$ cat config.mk
export PLATFORM = sky130hd
export DESIGN_NAME = pdm_modulator_flat
export DESIGN_NICKNAME = d
export VERILOG_FILES = /design/src/rtl/pdm_pkg.sv /design/src/rtl/pdm_modulator_if.sv /design/src/rtl/pdm_sd_chan.sv /design/src/rtl/pdm_modulator.sv /design/src/flat_wrapper.sv
export SDC_FILE = /design/constraint.sdc
export NUM_CORES = 1
export LEC_CHECK = 0
export ABC_AREA = 1
export CAP_MARGIN = 20
export CORE_ASPECT_RATIO = 0.6
export CORE_MARGIN = 3
export CORE_UTILIZATION = 59
export DETAILED_ROUTE_END_ITERATION = 7
export PLACE_DENSITY = 0.84
export SYNTH_ARGS = -nofsm -noshare
export SYNTH_HDL_FRONTEND = slang
export SYNTH_SLANG_ARGS = --single-unit
$ cat constraint.sdc
create_clock -name clk -period 1.9 [get_ports clk]
set_input_delay 0.19 -clock clk [delete_from_list [all_inputs] [get_ports clk]]
set_output_delay 0.19 -clock clk [all_outputs]
set_load 0.05 [all_outputs]
$ cat src/rtl/pdm_pkg.sv
// Shared types and constants for the stereo PDM modulator.
package pdm_pkg;
    localparam int SMPL_W      = 16;
    localparam int WINDOW_DFLT = 1153;
    localparam int NUM_LANES   = 2;

    localparam logic [SMPL_W-1:0] LFSR_SEED = 16'hACE1;
    // Galois form of x^16+x^14+x^13+x^11+1, shifting right
    localparam logic [SMPL_W-1:0] LFSR_TAPS = 16'hB400;

    typedef logic [SMPL_W-1:0] smpl_t;

    function automatic smpl_t lfsr_next(smpl_t s);
        return (s >> 1) ^ (s[0] ? LFSR_TAPS : '0);
    endfunction
endpackage

$ cat src/rtl/pdm_modulator_if.sv
// Sample-pair handshake between the audio source and the PDM modulator.
interface pdm_modulator_if;
    import pdm_pkg::*;

    smpl_t lft_smpl;
    smpl_t rght_smpl;
    logic  smpl_vld;
    logic  smpl_rdy;

    modport master (output lft_smpl, output rght_smpl, output smpl_vld, input smpl_rdy);
    modport slave  (input lft_smpl, input rght_smpl, input smpl_vld, output smpl_rdy);
endinterface

$ cat src/rtl/pdm_sd_chan.sv
// One first-order sigma-delta channel: the carry out of the accumulator is the PDM bit.
module pdm_sd_chan
    import pdm_pkg::*;
(
    input  logic  clk,
    input  logic  rst_n,
    input  smpl_t operand,
    output logic  pdm
);
    smpl_t             acc;
    logic [SMPL_W:0]   sum;

    assign sum = {1'b0, acc} + {1'b0, operand};

    // Accumulator is never cleared on frame boundaries so the error carries over.
    always_ff @(posedge clk or negedge rst_n) begin
        if (!rst_n) begin
            acc <= '0;
            pdm <= 1'b0;
        end else begin
            acc <= sum[SMPL_W-1:0];
            pdm <= sum[SMPL_W];
        end
    end
endmodule

$ cat src/rtl/pdm_modulator.sv
// Stereo PDM modulator with frame-based sample double buffering.
// Optional dither LFSR on the operand LSB enabled by macro PDM_DITHER_EN.
module pdm_modulator
    import pdm_pkg::*;
#(
    parameter int WINDOW = WINDOW_DFLT
) (
    input  logic            clk,
    input  logic            rst_n,
    pdm_modulator_if.slave  smpl,
    input  logic            clr_underflow,
    output logic            lft_PDM,
    output logic            rght_PDM,
    output logic            frame_strt,
    output logic            underflow
);
    localparam int              CNT_W = (WINDOW > 1) ? $clog2(WINDOW) : 1;
    localparam logic [CNT_W-1:0] LAST = CNT_W'(WINDOW - 1);

    logic [CNT_W-1:0]                 cnt;
    logic                             wrap;
    logic                             hold_full;
    logic                             accept;
    logic [NUM_LANES-1:0][SMPL_W-1:0] hold;
    logic [NUM_LANES-1:0][SMPL_W-1:0] active;
    logic [NUM_LANES-1:0][SMPL_W-1:0] operand;
    logic [NUM_LANES-1:0]             pdm;

    assign wrap          = (cnt == LAST);
    assign smpl.smpl_rdy = !hold_full;
    assign accept        = smpl.smpl_vld && !hold_full;

    always_ff @(posedge clk or negedge rst_n) begin
        if (!rst_n)    cnt <= '0;
        else if (wrap) cnt <= '0;
        else           cnt <= cnt + CNT_W'(1);
    end

    // Lane 0 is left, lane 1 is right. Hold is full at the boundary, so no accept can collide.
    always_ff @(posedge clk or negedge rst_n) begin
        if (!rst_n) begin
            hold      <= '0;
            active    <= '0;
            hold_full <= 1'b0;
        end else if (wrap && hold_full) begin
            active    <= hold;
            hold_full <= 1'b0;
        end else if (accept) begin
            hold      <= {smpl.rght_smpl, smpl.lft_smpl};
            hold_full <= 1'b1;
        end
    end

    always_ff @(posedge clk or negedge rst_n) begin
        if (!rst_n) begin
            frame_strt <= 1'b0;
            underflow  <= 1'b0;
        end else begin
            frame_strt <= wrap;
            if (wrap && !hold_full) underflow <= 1'b1;
            else if (clr_underflow) underflow <= 1'b0;
        end
    end

`ifdef PDM_DITHER_EN
    smpl_t lfsr;

    always_ff @(posedge clk or negedge rst_n) begin
        if (!rst_n) lfsr <= LFSR_SEED;
        else        lfsr <= lfsr_next(lfsr);
    end

    always_comb begin
        operand = '0;
        for (int i = 0; i < NUM_LANES; i++)
            operand[i] = {active[i][SMPL_W-1:1], lfsr[0]};
    end
`else
    assign operand = active;
`endif

    for (genvar i = 0; i < NUM_LANES; i++) begin : g_chan
        pdm_sd_chan u_chan (
            .clk     (clk),
            .rst_n   (rst_n),
            .operand (operand[i]),
            .pdm     (pdm[i])
        );
    end

    assign lft_PDM  = pdm[0];
    assign rght_PDM = pdm[1];
endmodule

$ cat src/flat_wrapper.sv
// flat-port wrapper written by rule: the top's interface ports become plain ports
module pdm_modulator_flat import pdm_pkg::*;
#(
    parameter int WINDOW = WINDOW_DFLT
)
  (clk, rst_n, clr_underflow, lft_PDM, rght_PDM, frame_strt, underflow, smpl_lft_smpl, smpl_rght_smpl, smpl_smpl_vld, smpl_smpl_rdy);
  pdm_modulator_if smpl_i ();
  input  logic clk;
  input  logic rst_n;
  input  logic clr_underflow;
  output logic lft_PDM;
  output logic rght_PDM;
  output logic frame_strt;
  output logic underflow;
  input wire logic [$bits(smpl_i.lft_smpl)-1:0] smpl_lft_smpl;
  input wire logic [$bits(smpl_i.rght_smpl)-1:0] smpl_rght_smpl;
  input wire logic [$bits(smpl_i.smpl_vld)-1:0] smpl_smpl_vld;
  output wire logic [$bits(smpl_i.smpl_rdy)-1:0] smpl_smpl_rdy;
  assign smpl_i.lft_smpl = smpl_lft_smpl;
  assign smpl_i.rght_smpl = smpl_rght_smpl;
  assign smpl_i.smpl_vld = smpl_smpl_vld;
  assign smpl_smpl_rdy = smpl_i.smpl_rdy;
  pdm_modulator #(.WINDOW(WINDOW)) u_core (.clk(clk), .rst_n(rst_n), .smpl(smpl_i), .clr_underflow(clr_underflow), .lft_PDM(lft_PDM), .rght_PDM(rght_PDM), .frame_strt(frame_strt), .underflow(underflow));
endmodule
# --- Yosys cells after proc, flatten, opt, wreduce, memory -nomap -nowiden ---
# Index checks and enable logic that the tools add are counted.
word_totals:
  register_bits: 112
  output_inout_bits: 5
  wordCells: 29
classes:
  n_addsub: 3
  eq_ne: 1
  muxes: 5
  bitwise: 1
  reduce_logical: 7
op_table:
  columns: ["operator", "count"]
  rows:
  - ["adder 16 x 16 -> 17 bit", 2]
  - ["adder 11 x 1 -> 11 bit, second input constant", 1]
  - ["== test 11 bit, second input constant", 1]
  - ["2-to-1 mux 11 bit", 1]
  - ["2-to-1 mux 1 bit", 4]
  - ["nonzero test 2 bit", 2]
  - ["logical AND 1 bit", 3]
  - ["AND reduction 2 bit", 1]
  - ["logical NOT 1 bit", 1]
  - ["inverter 1 bit", 1]

# --- Logic depth before layout (Yosys ltp) ---
# Gate-level depths: netlist (run 1).
depth:
  word_depth: 4
  ltp_mapped: 10

# --- Cells and area by module ---
# From an unflattened synthesis (run 1), not the netlist that was laid out.
hier_totals:
  hier_cells: 692
  hier_area_um2: 6077.1
by_module_without_submodules:
  columns: ["mod", "n_inst", "cells_per_inst", "area_each_um2", "seq_area_each_um2"]
  rows:
  - ["pdm_modulator", 1, 290, 3279.4, 1951.9]
  - ["pdm_sd_chan", 2, 201, 1398.8, 425.4]

# --- Worst setup path before layout (run 1) ---
# No wires, ideal clock.
synth_timing:
  path_type: "register to register"
  start: "register u_core.active[16] (netlist name)"
  end: "register u_core.g_chan[1].u_chan.pdm"
  setup_ns: 0.123
  t_arrival_ns: 1.487
  t_required_ns: 1.777
  slack_ns: 0.289
  path_stages_with_launch: 10
  path_buffers: 0
  cell_sequence: "dfrtp_1 -> ha_1 -> fa_1 -> nand2_1 -> nand2_1 -> and2_1 -> nand3_1 -> nand3_1 -> nand2_1 -> nand2_1"
synth_via:
  elab_chain_cells: 1
synth_rtl:
  columns: ["element", "line_no", "source"]
  rows:
  - ["start: declaration", "pdm_modulator.sv:25", "logic [NUM_LANES-1:0][SMPL_W-1:0] active;"]
  - ["start signal: assignment", "pdm_modulator.sv:46", "active <= hold;"]
  - ["adder 16 x 16 -> 17 bit", "pdm_sd_chan.sv:13", "assign sum = {1'b0, acc} + {1'b0, operand};"]
  - ["named net u_core.g_chan[1].u_chan.sum[16]", "pdm_sd_chan.sv:11", "logic [SMPL_W:0] sum;"]
  - ["end signal: assignment", "pdm_sd_chan.sv:22", "pdm <= sum[SMPL_W];"]
  - ["end: declaration", "pdm_sd_chan.sv:8", "output logic pdm"]
# The timed path passes the listed nets, and every way through them passes these cells.
# A chain may end at the register's enable or synchronous reset.

# --- Worst setup path in the final report (run 1) ---
# Same ends and word-level chain as after synthesis.

==> impl_metrics.csv, run 1 <==
group,metric,value,unit
synthesis,synth_enable_flop_cells,0,
floorplanning,dieArea,11200,sq um
worst_setup_path,critPathBufInv,0,
synthesis,ys_seq_elements,112,
floorplanning,die_x,135,um
global_routing,grt_overflow,0,
power,power_frac_seq,0.550,
global_routing,grt_max_degree,66,
worst_setup_path,cp_data_arrival_time,2.04,ns
outcome,status,"complete, no violations",
sta,finalCriticalPeriod,1.81,ns
place,dpl.hpwl,8770,um
synthesis,synth_compound_area_frac,0.0843,
finish,postLayoutCoreUtil,0.709,
finish,drive_gt1_frac,0.0696,
synthesis,synth_top_family_by_area,"simple AND/OR/NAND/NOR gates",
finish,final_cell_mix,"nand2_1 (211), inv_1 (123), dfrtp_1 (112)",
finish,nets,829,
power,p_sw_frac,0.223,
global_routing,grt_pass1_wl,20400,um
finish,area_growth,14.0,%
floorplanning,ios,41,
synthesis,synthAdderAreaFrac,0.0794,
worst_setup_path,setup.worst_path.end_class,"flop",
worst_setup_path,reg2reg_from,"u_core.active[16]",
power,peakVddDrop,0.000526,V
min_path,hp-class,"in -> async",
floorplanning,start_util,0.622,
finish,diodes,0,
synthesis,ys_seq_area_frac,0.478,
sta,finalHoldViolCount,0,
routing,drt_iter0_markers,338,
worst_setup_path,critPathMaxFanout,3,
power,p_clk_frac,0.398,
routing,drc,0,
finish,final_common_cell,"nand2_1",
cts,clockBufferDepth,2,
power,p_per_area,674,nW/um^2
sta,max_freq,552,MHz
place,place.gp.congestion,0.943,
synthesis,synth.distinct_cells,27,
sta,timing.hold.ws,0.319,ns
place,placed_area,6390,sq um
routing,final_antenna_net_count,0,
worst_setup_path,cp_top_family,"simple AND/OR/NAND/NOR gates",
sta,setup_viol,0,
worst_setup_path,regToRegEndpoint,"u_core.g_chan[1].u_chan.pdm",
finish,finish.instance_area,6680,sq um
sta,tns,0,ns
cts,cts_sinks,112,
cts,ctsRootBufferMaster,"clkbuf_16",
global_routing,antenna_found_initial,0,
cts,path_clk_slew,0.07,ns
worst_setup_path,worstRegToRegCells,9,
worst_setup_path,rrSetupSlack,0.09,ns
global_routing,grt_pass1_vias,4381,
sta,slew_headroom,0.655,
worst_setup_path,slowest_delay,0.41,ns
power,p_sw,1.01,mW
cts,cts_tree,"done",
floorplanning,rows,27,
routing,first_pass_iters,5,
worst_setup_path,path_common_cell,"nand2_1",
cts,ctsHtreeMaxLevel,3,
synthesis,synth_fp_nets,786,
routing,vias,4548,
cts,clock_latency,0.35,ns
floorplanning,die_h,83.2,um
power,p_leak,3.80,nW
sta,tightest_slew,0.515,ns
synthesis,synthCells,714,
floorplanning,core_area,9430,sq um
cts,numCtsBuffers,9,
worst_setup_path,required,2.13,ns
global_routing,grtUsageTotal,0.224,
routing,wl,12000,um
flow_run,maxCapViolations,0,
place,dp.cells,875,
sta,grt_setup_unrepaired,"no",
place,io_buffers,40,
synthesis,syn_area_per_cell,8.21,sq um
synthesis,async_flop_share,1.00,
worst_setup_path,crit_type,"reg -> reg",
worst_setup_path,worst_path_max_delay_cell,"fa_1",
synthesis,synthSimpleGateAreaFrac,0.229,
synthesis,ys.flop_type,"dfrtp_1",
synthesis,synthesis.area,5860,sq um
synthesis,ys_warn_count,0,
sta,skew,0.00585,ns
worst_setup_path,startpoint_type,"flop",
synthesis,synth_mux_area_frac,0,
routing,wl_per_cell,13.5,um
sta,fin_crit_sh,0.954,
power,combPwrFrac,0.052,
sta,final_max_slew_viol_count,0,
worst_setup_path,crit_chain,"ha_1 > fa_1 > nand2_1 > nand2_1 > and2_1 > nand3_1 > nand3_1 > nand2_1 > nand2_1",
routing,viasPerCell,5.10,
power,p_int,3.50,mW
finish,stdcell_count,892,
synthesis,synthXorXnorAreaFrac,0.0314,
[power groups by stage]
stage / clock (mW) / combinational [mW] / sequential (mW)
finish: 1.79 / 0.233 / 2.48
global route: 1.93 / 0.267 / 2.49
floorplan: 0 / 0.0895 / 2.52
global placement: 0 / 0.228 / 2.52
CTS: 1.82 / 0.240 / 2.48
detailed placement: 0 / 0.237 / 2.53
[worst max path at each step]
stage / endpoint / start / cells after the start / slack, ns
final: u_core.g_chan[1].u_chan.pdm / u_core.active[16] / 9 / 0.09
after global routing: u_core.g_chan[0].u_chan.pdm / u_core.active[0] / 9 / 0.01
after CTS: smpl_smpl_rdy / u_core.hold_full / 2 / 0.007
after detailed placement: u_core.g_chan[0].u_chan.pdm / u_core.g_chan[0].u_chan.acc[0] / 9 / 0.18
after global placement: u_core.g_chan[1].u_chan.pdm / u_core.active[16] / 9 / 0.23
after floorplan: u_core.g_chan[1].u_chan.pdm / u_core.active[16] / 9 / 0.29
[Yosys cell counts, types with 4 or more instances]
master | n | area [sq um]
nor3_1 | 7 | 35.0
buf_6 | 7 | 78.8
dfrtp_1 | 112 | 2800
inv_1 | 123 | 462
nand4_1 | 6 | 37.5
nor2_1 | 64 | 240
xor2_1 | 18 | 158
nand2_1 | 212 | 796
buf_2 | 6 | 30.0
o21ai_1 | 9 | 45.0
nand3b_1 | 4 | 30.0
nand3_1 | 22 | 110
o21ai_2 | 22 | 193
a21oi_1 | 44 | 220
ha_1 | 34 | 425
[state kept, by name, summed over array words and instances, names as in the netlist]
register / cells
u_core.cnt: 11
u_core.active: 32
u_core.hold: 32
u_core.hold_full: 1
u_core.frame_strt: 1
u_core.g_chan.u_chan.acc: 32
u_core.g_chan.u_chan.pdm: 2
u_core.underflow: 1
[cell families (layout without fill, tap and decap cells)]
| group | Yosys count | in the layout |
|---|---|---|
| flip-flops | 112 | 112 |
| adder cells (fa/ha/maj) | 36 | 36 |
| AND/OR/NAND/NOR | 327 | 327 |
| buffers and inverters | 137 | 185 |
| AO/OA/AOI/OAI | 81 | 81 |
| XOR/XNOR | 21 | 21 |
[routing by layer]
layer | share of wire | GRT usage
met1 | 0.48 | 0.332
met2 | 0.45 | 0.340
met3 | 0.060 | 0.0484
met4 | 0.010 | 0.0518
met5 | 0 | 0
[area by class of cell]
| cell class | count | area (sq um) |
|---|---|---|
| multi-input combinational | 465 | 2490 |
| clock inverter | 5 | 38.8 |
| timing repair buffer | 46 | 485 |
| fill | 702 | 2740 |
| clock buffer | 11 | 243 |
| inverter | 123 | 462 |
| sequential | 112 | 2800 |
| tap | 130 | 163 |
[what timing repair did]
item,CTS,global route
setup buffers,0,0
endpoints found under the hold margin,28,0
endpoints found under the setup margin,0,1
hold buffers,1,0
resized for setup,0,1
[metrics by stage]
| step | power, mW | worst slack [ns] |
|---|---|---|
| finish | 4.51 | 0.0868 |
| global placement | 2.75 | 0.226 |
| global route | 4.69 | 0.0131 |
| floorplan | 2.61 | 0.289 |
| detailed placement | 2.77 | 0.175 |
| CTS | 4.54 | 0.00745 |
No activity file was read; power rests on OpenSTA's default activity.
==> run 2: changes to the inputs <==
==> constraint.sdc (replaced) <==
create_clock -name clk -period 1.9 [get_ports clk]
set_input_delay 0.19 -clock clk [delete_from_list [all_inputs] [get_ports clk]]
set_output_delay 0.19 -clock clk [all_outputs]
set_load 0.005 [all_outputs]
==> run 2 against run 1 <==
Net effect: sequential power is essentially flat; count of clock-buffer cells in the layout decreased by 1; total power increased by 3.4%.
==> impl_metrics.csv, run 2 (same netlist as run 1, synthesis figures left out) <==
group,metric,value,unit
finish,fillCellCount,695,
sta,setup_viol,0,
finish,finish.instance_area,6710,sq um
worst_setup_path,startpoint_type,"flop",
routing,first_pass_iters,7,
cts,numCtsBuffers,9,
finish,nets,830,
routing,vias,4624,
routing,drc,0,
worst_setup_path,critPathMaxFanout,3,
sta,slew_headroom,0.623,
cts,clockBufferDepth,2,
finish,area_growth,14.5,%
place,place_ws,0.157,ns
cts,clock_latency,0.36,ns
worst_setup_path,cp_data_arrival_time,2.00,ns
flow_run,maxCapViolations,0,
finish,final_cell_mix,"nand2_1 (211), inv_1 (123), dfrtp_1 (112)",
place,io_buffers,40,
place,dpl.hpwl,8930,um
worst_setup_path,critPathBufInv,0,
floorplanning,die_h,83.2,um
worst_setup_path,path_common_cell,"nand2_1",
power,p_leak,3.79,nW
floorplanning,core_area,9430,sq um
place,place.gp.congestion,0.909,
sta,tightest_slew,0.565,ns
outcome,status,"complete, no violations",
floorplanning,ios,41,
worst_setup_path,worst_path_max_delay_cell,"dfrtp_1",
routing,wl,12500,um
global_routing,grtUsageTotal,0.234,
finish,reg.largest.list,"u_core.active (32), u_core.g_chan.u_chan.acc (32), u_core.hold (32)",
floorplanning,rows,27,
worst_setup_path,required,2.14,ns
worst_setup_path,setup.worst_path.end_class,"flop",
worst_setup_path,crit_type,"reg -> reg",
sta,finalCriticalPeriod,1.77,ns
cts,ctsRootBufferMaster,"clkbuf_16",
global_routing,grt_max_degree,66,
cts,cts_sinks,112,
global_routing,antenna_found_initial,0,
sta,final_max_slew_viol_count,0,
finish,ff_latch_area,2800,sq um
routing,drt_iter0_markers,404,
finish,multi_input_comb_area,2490,sq um
cts,ctsHtreeMaxLevel,3,
worst_setup_path,crit_chain,"ha_1 > fa_2 > nand2_1 > nand2_1 > nand3b_1 > nand2_1 > nand2_1 > nand2_1 > nand2_1 > nand2_1",
sta,finalHoldViolCount,0,
worst_setup_path,slowest_delay,0.39,ns
sta,max_freq,567,MHz
routing,viasPerCell,5.18,
sta,skew,0.0111,ns
global_routing,grt_pass1_wl,21300,um
floorplanning,die_x,135,um
min_path,hp-class,"in -> async",
floorplanning,start_util,0.622,
finish,diodes,0,
routing,final_antenna_net_count,0,
sta,setup_ws,0.135,ns
floorplanning,dieArea,11200,sq um
power,peakVddDrop,0.000468,V
sta,tns,0,ns
routing,wl_per_cell,14.0,um
cts,path_clk_slew,0.08,ns
global_routing,grt_overflow,0,
sta,grt_setup_unrepaired,"no",
global_routing,grt_pass1_vias,4599,
power,p_per_area,695,nW/um^2
sta,fin_crit_sh,0.929,
worst_setup_path,cp_top_family,"simple AND/OR/NAND/NOR gates",
place,placed_area,6400,sq um
cts,cts_tree,"done",
finish,drive_gt1_frac,0.0722,
finish,final_common_cell,"nand2_1",
-- run 2: per-layer routing --
metal	GRT usage	up-vias	routed length [um]
met5	0	-	0
met4	0.0462	0	152
met3	0.0636	17	804
met2	0.361	137	5700
met1	0.336	2182	5860
li1	-	2288	-
-- run 2: stage by stage --
stage	util	cells	hold WS (ns)	power [mW]
after global placement	0.679	876	0.218	2.76
final	0.712	892	0.371	4.66
after floorplan	-	714	-0.106	2.61
after global routing	0.712	892	0.407	4.86
after detailed placement	0.679	876	0.218	2.77
after CTS	0.712	892	0.395	4.68
-- run 2: final timing paths --
path	startpoint	end	slack (ns)	depth (start not counted)
worst max-delay path	u_core.active[0]	u_core.g_chan[0].u_chan.acc[14]	0.13	10
worst min-delay path	rst_n	u_core.hold[16]	0.37	2
worst max register to register	u_core.active[0]	u_core.g_chan[0].u_chan.acc[14]	0.13	10
worst min register to register	u_core.cnt[8]	u_core.cnt[8]	0.48	1
max in group asynchronous	rst_n	u_core.g_chan[0].u_chan.acc[10]	0.91	3
min in group clk	smpl_rght_smpl[12]	u_core.hold[28]	0.40	3
-- run 2: what timing repair did --
action / in CTS / in global routing
endpoints found under the hold margin: 38 / 0
setup buffers: 0 / 0
resized for setup: 0 / 1
setup endpoints to repair: 0 / 1
hold buffers: 1 / 0
-- run 2: final cells by class --
| class | instances | share of cell area |
|---|---|---|
| Clock inverter | 5 | 0.00951 |
| Tap cell | 130 | 0.0242 |
| Timing Repair Buffer | 47 | 0.0731 |
| Inverter | 123 | 0.0688 |
| Sequential cell | 112 | 0.418 |
| Clock buffer | 10 | 0.0356 |
| Multi-Input combinational cell | 465 | 0.371 |
-- run 2: report_power, final --
group          switching (mW)  total [mW]  leakage, nW  internal, mW
clock                   0.879        1.94        0.146          1.06
sequential             0.0206        2.48         1.44          2.46
combinational           0.132       0.238         2.21         0.106
total                    1.03        4.66         3.79          3.63
==> run 3: changes to the inputs <==
--- a/config.mk
+++ b/config.mk
@@ -6,12 +6,11 @@
 export NUM_CORES = 1
 export LEC_CHECK = 0
 export ABC_AREA = 1
-export CAP_MARGIN = 20
 export CORE_ASPECT_RATIO = 0.6
 export CORE_MARGIN = 3
-export CORE_UTILIZATION = 59
+export CORE_UTILIZATION = 50
 export DETAILED_ROUTE_END_ITERATION = 7
-export PLACE_DENSITY = 0.84
+export PLACE_DENSITY = 0.69
 export SYNTH_ARGS = -nofsm -noshare
 export SYNTH_HDL_FRONTEND = slang
 export SYNTH_SLANG_ARGS = --single-unit
==> run 3 against run 2 <==
Net effect: global-route usage shrank 4.9 points; sequential share of layout area is 0.12 points lower; via count is 3.1% lower; routed wire length shrank 8.0%; die area up 17%; utilization decreased by 10 points; critical path depth down 1; sequential power about the same; register-to-register slack hardly changed; clock skew fell by 0.0047 ns; sequential cell count unchanged; count of clock-buffer cells in the layout grew 1; critical endpoint is now u_core.g_chan[1].u_chan.pdm; largest cell class unchanged.
==> impl_metrics.csv, run 3 (same netlist as run 1, synthesis figures left out) <==
group,metric,value,unit
place,dpl.hpwl,8480,um
global_routing,grt_pass1_vias,4082,
sta,tightest_slew,0.516,ns
global_routing,grt_overflow,0,
worst_setup_path,required,2.13,ns
place,io_buffers,40,
global_routing,grt_max_degree,66,
worst_setup_path,setup.worst_path.end_class,"flop",
cts,ctsHtreeMaxLevel,3,
routing,vias,4480,
flow_run,maxCapViolations,0,
floorplanning,dieArea,13100,sq um
routing,first_pass_iters,5,
cts,path_clk_slew,0.07,ns
cts,cts_hold_buf,1,
worst_setup_path,critPathBufInv,0,
worst_setup_path,worstRegToRegCells,9,
power,peakVddDrop,0.000498,V
routing,wl_per_cell,12.5,um
finish,reg.largest.list,"u_core.active (32), u_core.g_chan.u_chan.acc (32), u_core.hold (32)",
place,placed_area,6430,sq um
sta,finalHoldViolCount,0,
power,p_leak,3.80,nW
sta,setup_viol,0,
cts,clock_latency,0.35,ns
worst_setup_path,path_common_cell,"nand2_1",
cts,clockBufferDepth,2,
finish,final_common_cell,"nand2_1",
finish,diodes,0,
worst_setup_path,regToRegEndpoint,"u_core.g_chan[1].u_chan.pdm",
sta,slew_headroom,0.656,
outcome,status,"complete, no violations",
worst_setup_path,rrSetupSlack,0.13,ns
routing,wl,11500,um
routing,drt_iter0_markers,260,
floorplanning,die_x,146,um
worst_setup_path,cp_top_family,"adder cells",
worst_setup_path,crit_type,"reg -> reg",
sta,max_freq,565,MHz
floorplanning,core_area,11000,sq um
sta,skew,0.00640,ns
routing,dr_wl_met2,4520,um
cts,numCtsBuffers,9,
floorplanning,die_h,89.9,um
routing,wl_met1,6270,um
global_routing,grt_pass1_wl,19800,um
worst_setup_path,slowest_delay,0.42,ns
finish,final_cell_mix,"nand2_1 (211), inv_1 (123), dfrtp_1 (112)",
worst_setup_path,crit_cells,9,
floorplanning,ios,41,
sta,finalCriticalPeriod,1.77,ns
floorplanning,rows,29,
worst_setup_path,cp_data_arrival_time,2.00,ns
finish,area_growth,14.8,%
routing,routed-wl-met3,614,um
finish,drive_gt1_frac,0.0721,
min_path,hp-class,"in -> async",
routing,viasPerCell,4.88,
cts,cts-resized-gates,0,
worst_setup_path,crit_chain,"ha_1 > fa_1 > nand2_1 > nand2_1 > and2_1 > nand3_1 > nand3_1 > nand2_1 > nand2_1",
floorplanning,start_util,0.533,
place,place.gp.congestion,0.894,
sta,timing.hold.ws,0.355,ns
worst_setup_path,reg2reg_from,"u_core.active[16]",
power,p_per_area,676,nW/um^2
global_routing,antenna_found_initial,0,
routing,final_antenna_net_count,0,
sta,final_max_slew_viol_count,0,
cts,cts_sinks,112,
routing,top_layer,"met4",
worst_setup_path,worst_path_max_delay_cell,"fa_1",
sta,grt_setup_unrepaired,"no",
global_routing,grtUsageTotal,0.185,
sta,fin_crit_sh,0.931,
routing,drc,0,
cts,ctsRootBufferMaster,"clkbuf_16",
finish,finish.instance_area,6730,sq um
worst_setup_path,startpoint_type,"flop",
sta,tns,0,ns
worst_setup_path,critPathMaxFanout,3,
cts,cts_setup_buffers,0,
worst_setup_path,critical_path.startpoint,"u_core.active[16]",
cts,cts_tree,"done",
finish,nets,830,
worst_setup_path,crit_path_end,"u_core.g_chan[1].u_chan.pdm",
## run 3: cell types whose count changed in the layout (fill, tap and decap cells not counted), sizes merged
cell and delta:
bufinv -1, clkbuf +1, clkinv +3, clkinvlp -1, inv -1
## run 3: worst min path at each step
stage / to / depth (start not counted)
floorplan: u_core.active[0] / 0
global placement: u_core.hold[13] / 1
detailed placement: u_core.hold[13] / 1
CTS: u_core.hold[13] / 2
global route: u_core.hold[12] / 2
finish: u_core.hold[11] / 2
## run 3: layout make-up
cell class,count,area (sq um)
fillers,967,4260
flip-flops and latches,112,2800
multi-input cells,465,2490
repair buffers,47,490
inverters,123,462
clock buffers,11,253
well taps,155,194
clock inverters,5,40.0
## run 3: stage by stage
step / setup WS (ns) / std cells / util / total power [mW]
after global routing: 0.0226 / 918 / 0.612 / 4.77
after floorplan: 0.289 / 714 / - / 2.61
after CTS: 0.121 / 918 / 0.612 / 4.62
after detailed placement: 0.142 / 901 / 0.585 / 2.77
final: 0.130 / 918 / 0.612 / 4.55
after global placement: 0.211 / 901 / 0.585 / 2.76
## run 3: per-layer routing
metal | track usage | vias up
li1 | - | 2298
met1 | 0.291 | 2053
met2 | 0.256 | 119
met3 | 0.0417 | 10
met4 | 0.0458 | 0
met5 | 0 | -
## run 3: worst reg2reg max path, delay by kind of cell (launching register included)
family,cells,cell delay [ns]
flip-flops,1,0.39
adder cells (fa/ha/maj),2,0.64
AND/OR/NAND/NOR,7,0.62
## run 3: power by group
part,internal [mW],leakage [nW],switching [mW]
Clock,0.971,0.146,0.864
Combinational,0.106,2.21,0.132
Sequential,2.46,1.44,0.0201
